[config.mk]
export PLATFORM = sky130hd
export DESIGN_NAME = control_reg_block_flat
export DESIGN_NICKNAME = d
export VERILOG_FILES = /design/src/rtl/control_reg_block_if.sv /design/src/rtl/control_reg_block.sv /design/src/flat_wrapper.sv
export SDC_FILE = /design/constraint.sdc
export NUM_CORES = 1
export LEC_CHECK = 0
export CAP_MARGIN = 20
export CORE_AREA = 2 2 141 143
export CTS_BUF_LIST = sky130_fd_sc_hd__clkbuf_16
export DETAILED_ROUTE_END_ITERATION = 8
export DIE_AREA = 0 0 143 145
export GPL_TIMING_DRIVEN = 0
export PLACE_DENSITY = 0.94
export SYNTH_ARGS = -nofsm -noshare
export SYNTH_HDL_FRONTEND = slang
export SYNTH_SLANG_ARGS = --single-unit
[constraint.sdc]
create_clock -name clk -period 4.5 [get_ports clk]
set_input_delay 0.675 -clock clk [delete_from_list [all_inputs] [get_ports clk]]
set_output_delay 0.675 -clock clk [all_outputs]
set_load 0.02 [all_outputs]
[src/rtl/control_reg_block_if.sv]
// Single-word IPbus bus bundle between a bus master and the control register block.
interface control_reg_block_if #(
  parameter int unsigned ADDR_WIDTH = 5
);
  logic                  ipb_strobe;
  logic                  ipb_write;
  logic [ADDR_WIDTH-1:0] ipb_addr;
  logic [31:0]           ipb_wdata;
  logic [31:0]           ipb_rdata;
  logic                  ipb_ack;
  logic                  ipb_err;

  modport master (
    output ipb_strobe, ipb_write, ipb_addr, ipb_wdata,
    input  ipb_rdata, ipb_ack, ipb_err
  );

  modport slave (
    input  ipb_strobe, ipb_write, ipb_addr, ipb_wdata,
    output ipb_rdata, ipb_ack, ipb_err
  );
endinterface

[src/rtl/control_reg_block.sv]
// IPbus control registers: acquisition/trigger settings, shadow/commit thresholds, command pulses.
// Define CTRL_READBACK_EN to enable register readback; otherwise mapped reads return 0.
module control_reg_block #(
  parameter int unsigned ADDR_WIDTH      = 5,
  parameter int unsigned PULSE_LEN       = 4,
  parameter logic [31:0] THRES_DEFAULT   = 32'd1000,
  parameter logic [4:0]  CHAN_EN_DEFAULT = 5'h1F
) (
  input  logic                clk,
  input  logic                reset,
  control_reg_block_if.slave  ipb,
  output logic [4:0]          chan_en,
  output logic                endianness_sel,
  output logic [1:0]          fill_type,
  output logic [4:0]          acq_readout_pause,
  output logic [31:0]         trig_delay,
  output logic [7:0]          trig_settings,
  output logic [31:0]         thres_data_corrupt,
  output logic [31:0]         thres_unknown_ttc,
  output logic [31:0]         thres_ddr3_overflow,
  output logic                clr_err_counts,
  output logic                rst_trig_num,
  output logic                soft_reset
);

  typedef enum logic [1:0] {StIdle, StResp, StRelease} state_e;

  localparam logic [3:0] PulseLoad = 4'(PULSE_LEN);

  state_e      r_state;
  logic        r_ack, r_err;
  logic [31:0] r_rdata;
  logic [4:0]  r_chan_en;
  logic        r_endian;
  logic [1:0]  r_fill;
  logic [4:0]  r_pause;
  logic [31:0] r_trig_delay;
  logic [7:0]  r_trig_set;
  logic [31:0] r_sh_dc, r_sh_ttc, r_sh_ddr;
  logic [31:0] r_th_dc, r_th_ttc, r_th_ddr;
  logic [3:0]  r_cnt_clr, r_cnt_rst, r_cnt_soft;

  logic        w_mapped;
  logic [31:0] w_rdata;

  assign w_mapped = (ipb.ipb_addr <= ADDR_WIDTH'(8));

`ifdef CTRL_READBACK_EN
  logic w_pending;
  assign w_pending = (r_sh_dc != r_th_dc) || (r_sh_ttc != r_th_ttc) || (r_sh_ddr != r_th_ddr);

  always_comb begin
    w_rdata = '0;
    case (ipb.ipb_addr)
      ADDR_WIDTH'(0): w_rdata = {21'd0, r_fill, r_endian, 3'd0, r_chan_en};
      ADDR_WIDTH'(1): w_rdata = r_trig_delay;
      ADDR_WIDTH'(2): w_rdata = {24'd0, r_trig_set};
      ADDR_WIDTH'(3): w_rdata = {27'd0, r_pause};
      ADDR_WIDTH'(4): w_rdata = r_sh_dc;
      ADDR_WIDTH'(5): w_rdata = r_sh_ttc;
      ADDR_WIDTH'(6): w_rdata = r_sh_ddr;
      ADDR_WIDTH'(7): w_rdata = {31'd0, w_pending};
      default:        w_rdata = '0;
    endcase
  end
`else
  assign w_rdata = '0;
`endif

  always_ff @(posedge clk or negedge reset) begin
    if (!reset) begin
      r_state      <= StIdle;
      r_ack        <= 1'b0;
      r_err        <= 1'b0;
      r_rdata      <= '0;
      r_chan_en    <= CHAN_EN_DEFAULT;
      r_endian     <= 1'b0;
      r_fill       <= '0;
      r_pause      <= '0;
      r_trig_delay <= '0;
      r_trig_set   <= '0;
      r_sh_dc      <= THRES_DEFAULT;
      r_sh_ttc     <= THRES_DEFAULT;
      r_sh_ddr     <= THRES_DEFAULT;
      r_th_dc      <= THRES_DEFAULT;
      r_th_ttc     <= THRES_DEFAULT;
      r_th_ddr     <= THRES_DEFAULT;
      r_cnt_clr    <= '0;
      r_cnt_rst    <= '0;
      r_cnt_soft   <= '0;
    end else begin
      // Free-running countdown; a command write below overrides it with a reload.
      if (r_cnt_clr  != 4'd0) r_cnt_clr  <= r_cnt_clr  - 4'd1;
      if (r_cnt_rst  != 4'd0) r_cnt_rst  <= r_cnt_rst  - 4'd1;
      if (r_cnt_soft != 4'd0) r_cnt_soft <= r_cnt_soft - 4'd1;

      case (r_state)
        StIdle: begin
          if (ipb.ipb_strobe) begin
            r_state <= StResp;
            r_ack   <= w_mapped;
            r_err   <= !w_mapped;
            r_rdata <= w_rdata;
            if (ipb.ipb_write) begin
              case (ipb.ipb_addr)
                ADDR_WIDTH'(0): begin
                  r_chan_en <= ipb.ipb_wdata[4:0];
                  r_endian  <= ipb.ipb_wdata[8];
                  r_fill    <= ipb.ipb_wdata[10:9];
                end
                ADDR_WIDTH'(1): r_trig_delay <= ipb.ipb_wdata;
                ADDR_WIDTH'(2): r_trig_set   <= ipb.ipb_wdata[7:0];
                ADDR_WIDTH'(3): r_pause      <= ipb.ipb_wdata[4:0];
                ADDR_WIDTH'(4): r_sh_dc      <= ipb.ipb_wdata;
                ADDR_WIDTH'(5): r_sh_ttc     <= ipb.ipb_wdata;
                ADDR_WIDTH'(6): r_sh_ddr     <= ipb.ipb_wdata;
                ADDR_WIDTH'(7): begin
                  if (ipb.ipb_wdata[0]) begin
                    r_th_dc  <= r_sh_dc;
                    r_th_ttc <= r_sh_ttc;
                    r_th_ddr <= r_sh_ddr;
                  end
                end
                ADDR_WIDTH'(8): begin
                  if (ipb.ipb_wdata[0]) r_cnt_clr  <= PulseLoad;
                  if (ipb.ipb_wdata[1]) r_cnt_rst  <= PulseLoad;
                  if (ipb.ipb_wdata[2]) r_cnt_soft <= PulseLoad;
                end
                default: ;
              endcase
            end
          end
        end
        StResp: begin
          r_ack   <= 1'b0;
          r_err   <= 1'b0;
          r_state <= StRelease;
        end
        StRelease: begin
          if (!ipb.ipb_strobe) r_state <= StIdle;
        end
        default: r_state <= StIdle;
      endcase
    end
  end

  assign ipb.ipb_ack   = r_ack;
  assign ipb.ipb_err   = r_err;
  assign ipb.ipb_rdata = r_rdata;

  assign chan_en             = r_chan_en;
  assign endianness_sel      = r_endian;
  assign fill_type           = r_fill;
  assign acq_readout_pause   = r_pause;
  assign trig_delay          = r_trig_delay;
  assign trig_settings       = r_trig_set;
  assign thres_data_corrupt  = r_th_dc;
  assign thres_unknown_ttc   = r_th_ttc;
  assign thres_ddr3_overflow = r_th_ddr;
  assign clr_err_counts      = (r_cnt_clr  != 4'd0);
  assign rst_trig_num        = (r_cnt_rst  != 4'd0);
  assign soft_reset          = (r_cnt_soft != 4'd0);

endmodule

[src/flat_wrapper.sv]
// flat-port wrapper written by rule: the top's interface ports become plain ports
module control_reg_block_flat 
#(
  parameter int unsigned ADDR_WIDTH      = 5,
  parameter int unsigned PULSE_LEN       = 4,
  parameter logic [31:0] THRES_DEFAULT   = 32'd1000,
  parameter logic [4:0]  CHAN_EN_DEFAULT = 5'h1F
)
  (clk, reset, chan_en, endianness_sel, fill_type, acq_readout_pause, trig_delay, trig_settings, thres_data_corrupt, thres_unknown_ttc, thres_ddr3_overflow, clr_err_counts, rst_trig_num, soft_reset, ipb_ipb_strobe, ipb_ipb_write, ipb_ipb_addr, ipb_ipb_wdata, ipb_ipb_rdata, ipb_ipb_ack, ipb_ipb_err);
  control_reg_block_if #(.ADDR_WIDTH(ADDR_WIDTH)) ipb_i ();
  input  logic clk;
  input  logic reset;
  output logic [4:0] chan_en;
  output logic endianness_sel;
  output logic [1:0] fill_type;
  output logic [4:0] acq_readout_pause;
  output logic [31:0] trig_delay;
  output logic [7:0] trig_settings;
  output logic [31:0] thres_data_corrupt;
  output logic [31:0] thres_unknown_ttc;
  output logic [31:0] thres_ddr3_overflow;
  output logic clr_err_counts;
  output logic rst_trig_num;
  output logic soft_reset;
  input wire logic [$bits(ipb_i.ipb_strobe)-1:0] ipb_ipb_strobe;
  input wire logic [$bits(ipb_i.ipb_write)-1:0] ipb_ipb_write;
  input wire logic [$bits(ipb_i.ipb_addr)-1:0] ipb_ipb_addr;
  input wire logic [$bits(ipb_i.ipb_wdata)-1:0] ipb_ipb_wdata;
  output wire logic [$bits(ipb_i.ipb_rdata)-1:0] ipb_ipb_rdata;
  output wire logic [$bits(ipb_i.ipb_ack)-1:0] ipb_ipb_ack;
  output wire logic [$bits(ipb_i.ipb_err)-1:0] ipb_ipb_err;
  assign ipb_i.ipb_strobe = ipb_ipb_strobe;
  assign ipb_i.ipb_write = ipb_ipb_write;
  assign ipb_i.ipb_addr = ipb_ipb_addr;
  assign ipb_i.ipb_wdata = ipb_ipb_wdata;
  assign ipb_ipb_rdata = ipb_i.ipb_rdata;
  assign ipb_ipb_ack = ipb_i.ipb_ack;
  assign ipb_ipb_err = ipb_i.ipb_err;
  control_reg_block #(.ADDR_WIDTH(ADDR_WIDTH), .PULSE_LEN(PULSE_LEN), .THRES_DEFAULT(THRES_DEFAULT), .CHAN_EN_DEFAULT(CHAN_EN_DEFAULT)) u_core (.clk(clk), .reset(reset), .ipb(ipb_i), .chan_en(chan_en), .endianness_sel(endianness_sel), .fill_type(fill_type), .acq_readout_pause(acq_readout_pause), .trig_delay(trig_delay), .trig_settings(trig_settings), .thres_data_corrupt(thres_data_corrupt), .thres_unknown_ttc(thres_unknown_ttc), .thres_ddr3_overflow(thres_ddr3_overflow), .clr_err_counts(clr_err_counts), .rst_trig_num(rst_trig_num), .soft_reset(soft_reset));
endmodule
* Word-level counts from Yosys, hierarchy flattened
Cells that the tools add are included.
** Word-level totals
- Flip-flop bits (word level) :: 261
- Input bits :: 41
- Logic and storage cells :: 76
- Output and inout bits :: 186
** Cells by class
- Equal/unequal tests :: 12
- Add/sub/neg operators :: 3
- $lt $le $gt $ge :: 1
- Mux-type cells :: 25
- Reductions and logical operators :: 17
** Operator list (count)
- 2-to-1 mux 4 bit :: 18
- AND reduction 4 bit :: 7
- == test 5 x 3 -> 1 bit, second input constant :: 4
- nonzero test 4 bit :: 3
- subtractor 4 x 1 -> 4 bit, second input constant :: 3
- == test 5 x 2 -> 1 bit, second input constant :: 2
- one-hot mux 2 bit (3 select lines) :: 1
- == test 5 x 1 -> 1 bit, second input constant :: 1
- == test 5 x 4 -> 1 bit, second input constant :: 1
- <= comparator 5 x 4 -> 1 bit, second input constant :: 1
- logical NOT 5 bit :: 1
- AND reduction 5 bit :: 1
- 2-to-1 mux 2 bit :: 2
- != test 2 bit, second input constant :: 2
- one-hot mux 1 bit (2 select lines) :: 2
- AND reduction 2 bit :: 2
- == test 2 x 1 -> 1 bit, second input constant :: 1
- == test 2 bit, second input constant :: 1
- logical NOT 2 bit :: 1
- 2-to-1 mux 1 bit :: 2
- nonzero test 2 bit :: 1
- logical NOT 1 bit :: 1

* Depth between registers and ports, before layout
Gate-level depths: netlist of the first run.
- Depth after elaboration :: 7
- Mapped depth :: 6
- Gate-level depth less buffers :: 5

* Least setup slack after synthesis of the first run
OpenSTA, ideal clock, no wires.
- Path kind :: register to output
- Start point :: register u_core.r_cnt_rst[0]
- End point :: output port rst_trig_num
- Buffers on the path :: 1
- Required time :: 3825 ps
- Setup slack :: 2573 ps
- Stages on the path, launching flop included :: 5
- Arrival time :: 1252 ps
- Cells stage by stage :: dfrtp_1 inv_1 ha_1 or3b_2 clkbuf_1
** On the way
- Word-level cells in the longest chain between the ends :: 1
** RTL lines
- start, declared :: RTL line control_reg_block.sv:41 : logic [3:0] r_cnt_clr, r_cnt_rst, r_cnt_soft;
- start signal, assigned :: RTL line control_reg_block.sv:94 : if (r_cnt_rst != 4'd0) r_cnt_rst <= r_cnt_rst - 4'd1;
- start signal, assigned :: RTL line control_reg_block.sv:126 : if (ipb.ipb_wdata[1]) r_cnt_rst <= PulseLoad;
- nonzero test 4 bit :: RTL line control_reg_block.sv:161 : assign rst_trig_num = (r_cnt_rst != 4'd0);
- end, declared :: RTL line flat_wrapper.sv:23 : output logic rst_trig_num;
Every way passes these cells.

* Final worst setup path of the first run
Same ends and word-level chain as after synthesis.

==> run_results.csv, run 1 <==
group,metric,value,unit
outcome,status,"completed",
setup_path,critPathKind,"reg -> out",
synthesis,yosys-top-cells-count,"dfrtp_1, mux2_2, dfstp_2",
cts,cts_root_buf,"clkbuf_16",
synthesis,yosysUniqueCellTypes,34,
setup_path,cp-end-kind,"output pin",
floorplan,dieArea,0.02074,mm²
layout,regArea,0.006583,mm²
routing,vias,6013,
timing,worst_slew_pin_slew,0.5747,ns
setup_path,regToRegStartpoint,"u_core.r_state[1]",
synthesis,ys_dominant_reg_cell,"dfrtp_1",
floorplan,die_y,145,µm
routing,drt-pass1-iter-count,4,
power,sw_frac_of_total,0.2466,
floorplan,die_w,143,µm
timing,fmax,327.5,MHz
synthesis,synth_seq_cells,261,
routing,via_per_inst,5.091,
power,p_per_area,452.6,mW/mm²
layout,drive_gt1_frac,0.4367,
cts,postCtsHoldBufs,0,
power,seqPwrFrac,0.453,
timing,final.setup.worst_slack,1.447,ns
setup_path,startpoint_type,"register",
grt,grt_pass1_vias,6518,
synthesis,ys_warn_count,0,
cts,cts_setup_buffers,0,
synthesis,avgSynthCellArea,16.30,µm²
layout,fin_area,0.01387,mm²
grt,grt_pass1_wl,36150,µm
flow_run,max_cap_violations,0,
layout,final_core_utilization,0.7223,
placed_design,routabilityCongestion,0.8077,
timing,finalSetupViolCount,0,
power,switchingPower,1.549,mW
setup_path,arrival,2.38,ns
timing,rsz0062_at_grt,"false",
power,pwr-share-clk,0.384,
cts,cts_resized,0,
grt,grt_usage,0.2198,
floorplan,num_rows,51,
grt,grt.overflow.total,0,
floorplan,initial_utilization,0.5450,
placed_design,portBuffers,193,
timing,period_share,0.6785,
routing,drt_iter0_drc,210,
worst_hold_path,hp-class,"in -> async",
timing,final_max_slew_viol_count,0,
setup_path,r2r_setup_slack,2.55,ns
cts,cts_made_buffers,26,
synthesis,synth_top_area_frac,0.5259,
grt,grt_max_degree,118,
floorplan,coreArea,0.01921,mm²
power,p_leak,6.800,nW
cts,clk_pin_slew,0.06,ns
timing,hold_slack,0.1121,ns
placed_design,dpl_worst_slack,1.740,ns
synthesis,synth.cell_area,0.01047,mm²
routing,post-route-drc-count,0,
timing,finalHoldViolCount,0,
layout,fillers,1211,
cts,clock_sinks,261,
layout,insertedDiodeCount,0,
synthesis,synth_cells,642,
floorplan,io_pins,227,
synthesis,async_reset_ff_frac,1.000,
cts,cts_tree,"built",
layout,multi_input_area,0.003548,mm²
synthesis,synth_edf_count,0,
timing,maxSlewHeadroom,0.6169,
power,internal_power,4.730,mW
synthesis,synth_top_cell_by_area,"dfrtp_1",
grt,antenna_found_initial,0,
layout,nets,940,
power,combPwrFrac,0.163,
placed_design,dpl-instance-area,0.01291,mm²
setup_path,reg2reg_depth,4,
synthesis,seq_area_frac_synth,0.6289,
cts,cts_max_level,1,
power,vdd_drop_max,0.0003260,V
timing,finalCriticalPeriod,3.053,ns
timing,finalClockSkew,0.01403,ns
layout,area_growth,32.54,%
setup_path,worstPathMaxFanout,4,
setup_path,r2r-end,"u_core.trig_settings[3]",
routing,avgRoutedWirePerCell,19.04,µm
setup_path,cp.required,3.83,ns
routing,drtAntennaViolNets,0,
placed_design,dp_hpwl,15570,µm
routing,routed_wl,22490,µm
cts,clk_latency,0.53,ns
synthesis,yosysMostFrequentCell,"dfrtp_1",
cts,cts_buffer_depth,3,
synthesis,yosys-top-cells-area,"dfrtp_1, mux2_2, dfstp_2",
==> placed cells by master (no fill, tap or decap), types with 4 or more instances in the layout <==
cell	n
and2_1	6
clkdlybuf4s50_1	192
dfstp_2	41
conb_1	32
mux2_4	40
nand2_1	4
o21ai_0	5
clkinv_2	5
clkbuf_16	26
clkbuf_1	5
nand3_1	7
buf_2	14
dfrtp_1	220
bufinv_16	8
nor2_1	5
inv_1	11
mux2_2	208
buf_6	8
buf_4	33
==> cells by family (layout without fill, tap and decap cells) <==
logic type	Yosys count	in the layout	share of synthesized area
other	1	32	0.0003583
DFF	261	261	0.6289
adders and majority gates	3	3	0.003586
and+or+nand+nor	50	50	0.03419
muxes	248	248	0.2811
xor gates and xnor gates	3	3	0.002511
AOI/OAI and AO/OA	9	9	0.006096
buffers and inverters	67	310	0.04327
==> registers in the layout (all words and copies together), names as in the netlist <==
signal and flops:
u_core.ipb.ipb_ack 1, u_core.r_cnt_soft 4, u_core.thres_ddr3_overflow 32, u_core.trig_settings 8, u_core.r_sh_ddr 32, u_core.ipb.ipb_err 1, u_core.r_sh_ttc 32, u_core.chan_en 5
u_core.acq_readout_pause 5, u_core.r_state 2, u_core.trig_delay 32, u_core.thres_unknown_ttc 32, u_core.r_sh_dc 32, u_core.fill_type 2, u_core.r_cnt_clr 4, u_core.r_cnt_rst 4
u_core.endianness_sel 1, u_core.thres_data_corrupt 32
==> per-layer routing <==
| metal | vias to the layer above | share of wire | wire (µm) | global-route usage |
|---|---|---|---|---|
| met3 | 30 | 0.069 | 1553 | 0.06007 |
| li1 | 2702 | - | - | - |
| met5 | - | 0 | 0 | 0 |
| met2 | 165 | 0.50 | 11280 | 0.3720 |
| met4 | 0 | 0.015 | 332 | 0.04356 |
| met1 | 3116 | 0.41 | 9320 | 0.2857 |
==> power groups by stage <==
| stage | Sequential, mW | Combinational (mW) | Clock [mW] |
|---|---|---|---|
| after floorplan | 2.95 | 0.506 | 0 |
| after global placement | 2.86 | 0.976 | 0 |
| after detailed placement | 2.88 | 1.03 | 0 |
| after CTS | 2.84 | 1.04 | 2.45 |
| after global routing | 2.87 | 1.11 | 2.56 |
| final | 2.84 | 1.02 | 2.41 |
==> worst max-delay path, cell delays in order (launching register included) <==
cell and delay (ns):
dfrtp_1 0.39, inv_1 0.10, ha_1 0.21, or3b_2 0.44, clkbuf_1 0.16, clkdlybuf4s50_1 0.56
==> through the flow <==
stage,setup TNS (ns),power (mW),instances
finish,0,6.279,1181
detailed placement,0,3.907,1133
global route,0,6.544,1181
global placement,-1913.93,3.832,1131
CTS,0,6.328,1181
floorplan,0,3.459,673
==> worst max path at each step <==
stage	startpoint	slack, ns	cells past startpoint	end
2_1_floorplan	u_core.r_cnt_rst[0]	2.57	4	rst_trig_num
3_3_place_gp	reset	-7.86	1	u_core.fill_type[1]
3_5_place_dp	ipb_ipb_addr[4]	1.74	5	u_core.r_sh_ttc[27]
4_1_cts	u_core.r_cnt_clr[0]	1.44	5	clr_err_counts
5_1_grt	u_core.r_cnt_clr[0]	1.34	5	clr_err_counts
6_report	u_core.r_cnt_rst[0]	1.45	5	rst_trig_num
==> area by class of cell <==
class | count | share of cell area
sequential | 261 | 0.4745
multi-input combinational | 345 | 0.2558
timing repair buffer | 195 | 0.1436
clock buffer | 26 | 0.04690
buffer | 60 | 0.03075
tap | 265 | 0.02390
clock inverter | 22 | 0.02273
inverter | 7 | 0.001894
Power figures use the tool's default switching activity.
==> run 2, diff against run 1 <==
Settings changed: CORE_AREA 2 2 141 143 to 2 2 147 149, DIE_AREA 0 0 143 145 to 0 0 149 151, PLACE_DENSITY 0.94 to 0.88.
Clock period 4.5 ns to 3.2 ns, I/O delays scaled along.
==> run 2 against run 1 <==
First-iteration DRC count shrank 21%. Sequential cell count is the same. Worst setup slack lost 1.1 ns. Sequential share of layout area grew 0.39 points. Clock power grew 22%. Non-clock buffer count grew 1. Via count shrank 0.12%. Sequential power grew 40%. Critical path type unchanged. Largest cell class unchanged. Highest routed layer unchanged.
==> run_results.csv, run 2 (synthesis results as in run 1) <==
group,metric,value,unit
timing,period_share,0.8935,
routing,vias,6006,
timing,rsz0062_at_grt,"false",
setup_path,critPathKind,"reg -> out",
cts,cts_max_level,1,
placed_design,dp_hpwl,15430,µm
timing,finalCriticalPeriod,2.859,ns
placed_design,routabilityCongestion,0.7775,
layout,nets,942,
setup_path,cp_slowest_cell,"clkdlybuf4s50_1",
setup_path,critical_path_cell_count,5,
routing,drtAntennaViolNets,0,
layout,final_core_utilization,0.6609,
timing,finalClockSkew,0.01117,ns
outcome,status,"completed",
power,power.total,8.360,mW
cts,cts_made_buffers,27,
layout,finalNonFillerCells,1194,
routing,post-route-drc-count,0,
cts,cts_root_buf,"clkbuf_16",
grt,antenna_found_initial,0,
placed_design,dpl.cell_count,1143,
setup_path,critPathBufInv,3,
setup_path,startpoint_type,"register",
setup_path,regToRegStartpoint,"u_core.r_state[1]",
setup_path,worstPathMaxFanout,4,
floorplan,die_w,149,µm
setup_path,slowest_delay,0.57,ns
cts,clk_latency,0.53,ns
cts,cts_buffer_depth,3,
timing,finalSetupViolCount,0,
layout,drive_gt1_frac,0.4309,
placed_design,dpl-instance-area,0.01292,mm²
timing,finalHoldViolCount,0,
routing,drt_iter0_drc,165,
routing,via_per_inst,5.030,
cts,clock_sinks,261,
grt,grt_max_degree,123,
layout,fillers,1479,
routing,drt-pass1-iter-count,4,
layout,insertedDiodeCount,0,
floorplan,io_pins,227,
setup_path,cp_top_family,"buffers and inverters",
cts,cts_setup_buffers,0,
layout,area_growth,31.46,%
cts,clk_pin_slew,0.06,ns
floorplan,initial_utilization,0.5027,
timing,maxSlewHeadroom,0.5943,
timing,fmax,349.8,MHz
floorplan,die_y,151,µm
layout,multi_input_area,0.003548,mm²
grt,grt.overflow.total,0,
floorplan,coreArea,0.02082,mm²
grt,grt_pass1_vias,6503,
timing,worst_slew_pin_slew,0.6085,ns
layout,final_common_cell,"dfrtp_1",
routing,routed_wl,22610,µm
routing,avgRoutedWirePerCell,18.93,µm
cts,cts_tree,"built",
placed_design,portBuffers,193,
timing,final_max_slew_viol_count,0,
worst_hold_path,hp-class,"in -> async",
layout,final_cell_mix,"dfrtp_1, mux2_2, clkdlybuf4s50_1",
setup_path,crit_start,"u_core.r_cnt_clr[0]",
layout,fin_area,0.01376,mm²
setup_path,cp-end-kind,"output pin",
power,p_leak,6.750,nW
power,p_per_area,607.5,mW/mm²
setup_path,arrival,2.38,ns
grt,grt_pass1_wl,35780,µm
grt,grt_usage,0.2038,
layout,regArea,0.006583,mm²
floorplan,num_rows,53,
flow_run,max_cap_violations,0,
setup_path,crit_path_cell_trace,"inv_1, ha_1, or3b_2, clkbuf_1, clkdlybuf4s50_1",
floorplan,dieArea,0.02250,mm²
power,vdd_drop_max,0.0005131,V
setup_path,reg2reg_depth,4,
setup_path,cp.required,2.72,ns
[run 2: area by class of cell]
class / count / share of cell area
multi-input combinational: 345 / 0.2579
buffer: 60 / 0.03101
inverter: 7 / 0.001909
clock buffer: 27 / 0.04910
sequential: 261 / 0.4784
tap: 275 / 0.02500
clock inverter: 23 / 0.01127
timing repair buffer: 196 / 0.1455
[run 2: through the flow]
stage                     setup WS [ns]  hold WS (ns)  setup TNS (ns)
final                            0.3408        0.4115               0
after global routing             0.2379        0.4109               0
after CTS                        0.3340        0.3920               0
after detailed placement         0.5799        0.3412               0
after global placement           -9.138        0.4808        -2244.40
after floorplan                   1.468        0.1844               0
[run 2: final timing paths]
kind	endpoint	slack, ns
min in group clk	u_core.thres_data_corrupt[23]	0.50
min reg2reg	u_core.thres_data_corrupt[23]	0.50
min	u_core.thres_data_corrupt[27]	0.41
max	clr_err_counts	0.34
max in group asynchronous	u_core.thres_ddr3_overflow[10]	1.94
max reg2reg	u_core.fill_type[0]	1.24
[run 2: per-layer routing]
layer,vias up,global-route usage,share of wire
li1,2721,-,-
met1,3080,0.2636,0.42
met2,173,0.3484,0.50
met3,32,0.05151,0.067
met4,0,0.04762,0.016
met5,-,0,0
[run 2: what timing repair did]
item | in CTS | in global routing
gates resized for setup | 0 | 0
endpoints found under the hold margin | 24 | 0
hold buffers | 1 | 0
[run 2: report_power, final]
part	switching [mW]	total (mW)	internal (mW)
Clock	1.25	2.93	1.69
Combinational	0.661	1.44	0.779
Sequential	0.234	3.99	3.75
Total	2.14	8.36	6.22
==> run 3, diff against run 2 <==
Settings changed: CORE_AREA 2 2 147 149 to 2 2 190 192, DIE_AREA 0 0 149 151 to 0 0 192 194, PLACE_DENSITY 0.88 to 0.57.
==> run 3 against run 2 <==
Clock power up 3%. Count of clock-buffer cells in the layout increased by 2. Combinational power about the same. Critical path depth unchanged. Core utilization decreased by 26 points. Cell area increased by 1.9%. First-iteration DRC count decreased by 7.3%. Sequential share of layout area down 0.88 points. Via count is 0.45% higher. Global-route usage decreased by 7.3 points. Non-clock buffer count unchanged. Largest power group unchanged.
==> run_results.csv, run 3 (synthesis results as in run 1) <==
group,metric,value,unit
timing,final_max_slew_viol_count,0,
cts,cts_tree,"built",
power,p_leak,6.787,nW
floorplan,coreArea,0.03522,mm²
placed_design,dp_hpwl,16440,µm
outcome,status,"completed",
grt,grt_pass1_vias,6359,
timing,hold_slack,0.4950,ns
setup_path,startpoint_type,"register",
setup_path,cp-end-kind,"output pin",
power,p_per_area,599.9,mW/mm²
worst_hold_path,hp-class,"reg -> reg",
routing,drtAntennaViolNets,0,
floorplan,die_w,192,µm
placed_design,portBuffers,193,
routing,drt_iter0_drc,153,
layout,nets,944,
layout,insertedDiodeCount,0,
routing,drt-pass1-iter-count,4,
layout,area_growth,33.94,%
layout,final_core_utilization,0.3980,
routing,via_per_inst,4.359,
flow_run,max_cap_violations,0,
setup_path,worstPathMaxFanout,4,
setup_path,cp.required,2.72,ns
floorplan,die_y,194,µm
power,power.total,8.410,mW
floorplan,initial_utilization,0.2972,
timing,finalHoldViolCount,0,
routing,routed_wl,24420,µm
cts,cts_max_level,1,
cts,cts_root_buf,"clkbuf_16",
timing,worst_slew_pin_slew,0.6074,ns
cts,cts_setup_buffers,0,
setup_path,arrival,2.38,ns
cts,cts_made_buffers,29,
timing,period_share,0.8934,
timing,finalClockSkew,0.01014,ns
layout,drive_gt1_frac,0.4280,
setup_path,regToRegStartpoint,"u_core.r_state[1]",
cts,clock_sinks,261,
timing,finalSetupViolCount,0,
grt,grt_pass1_wl,37830,µm
layout,fin_area,0.01402,mm²
setup_path,critPathKind,"reg -> out",
layout,final_cell_mix,"dfrtp_1, mux2_2, clkdlybuf4s50_1",
grt,grt_max_degree,114,
grt,grt.overflow.total,0,
cts,clk_latency,0.54,ns
layout,final_common_cell,"dfrtp_1",
grt,antenna_found_initial,0,
floorplan,num_rows,69,
placed_design,dpl-instance-area,0.01315,mm²
timing,rsz0062_at_grt,"false",
cts,clk_pin_slew,0.06,ns
timing,maxSlewHeadroom,0.5939,
placed_design,routabilityCongestion,0.7214,
floorplan,io_pins,227,
worst_hold_path,min_from,"u_core.r_sh_ddr[29]",
setup_path,crit_start,"u_core.r_cnt_soft[0]",
routing,vias,6033,
grt,grt_usage,0.1312,
floorplan,dieArea,0.03725,mm²
cts,cts_buffer_depth,3,
timing,fmax,349.8,MHz
timing,finalCriticalPeriod,2.859,ns
routing,post-route-drc-count,0,
power,vdd_drop_max,0.0004206,V
routing,avgRoutedWirePerCell,17.64,µm
==> run 3: report_power, final <==
group	switching [mW]	leakage, nW	total, mW	internal (mW)
registers	0.224	3.42	3.97	3.75
logic	0.646	2.90	1.42	0.776
clock network	1.30	0.469	3.01	1.71
==> run 3: stage by stage <==
step | setup slack, ns | TNS [ns] | cells
after floorplan | 1.468 | 0 | 673
after global placement | -9.921 | -2435.13 | 1327
after detailed placement | 0.5188 | 0 | 1329
after CTS | 0.3117 | 0 | 1384
after global routing | 0.2212 | 0 | 1384
final | 0.3411 | 0 | 1384
==> run 3: critical path, stage by stage, from the launching register on <==
cell and delay (ns):
dfrtp_1 0.38, inv_1 0.09, ha_1 0.21, or3b_2 0.45
clkbuf_1 0.15, clkdlybuf4s50_1 0.56
==> run 3: layer usage <==
layer,wire length [µm],track usage,vias to the layer above
met5,0,0,-
met4,365,0.02658,0
met3,2123,0.04688,31
met1,10780,0.1720,3128
li1,-,-,2715
met2,11140,0.2091,159
==> run 3: final cells by class <==
| class | count | area, µm² |
|---|---|---|
| tap | 461 | 576.8 |
| multi-input combinational | 345 | 3548 |
| buffer | 60 | 426.7 |
| sequential | 261 | 6583 |
| inverter | 7 | 26.28 |
| fill | 3372 | 21200 |
| clock inverter | 25 | 131.4 |
| timing repair buffer | 196 | 2002 |
| clock buffer | 29 | 725.7 |
==> run 3: repair_timing <==
| item | CTS | global route |
|---|---|---|
| endpoints found under the setup margin | 0 | 0 |
| resized for setup | 0 | 0 |
| hold endpoints to repair | 71 | 0 |
| hold buffers | 1 | 0 |
==> run 3: worst paths after layout <==
kind                                                   to  slack [ns]  cells after the start
setup / recovery                               soft_reset        0.34                      5
min in group asynchronous           u_core.trig_delay[27]        0.50                      2
hold reg to reg            u_core.thres_ddr3_overflow[29]        0.49                      1
max in group asynchronous   u_core.thres_data_corrupt[31]        1.37                      4
setup reg to reg                    u_core.endianness_sel        1.22                      4
hold / removal             u_core.thres_ddr3_overflow[29]        0.49                      1
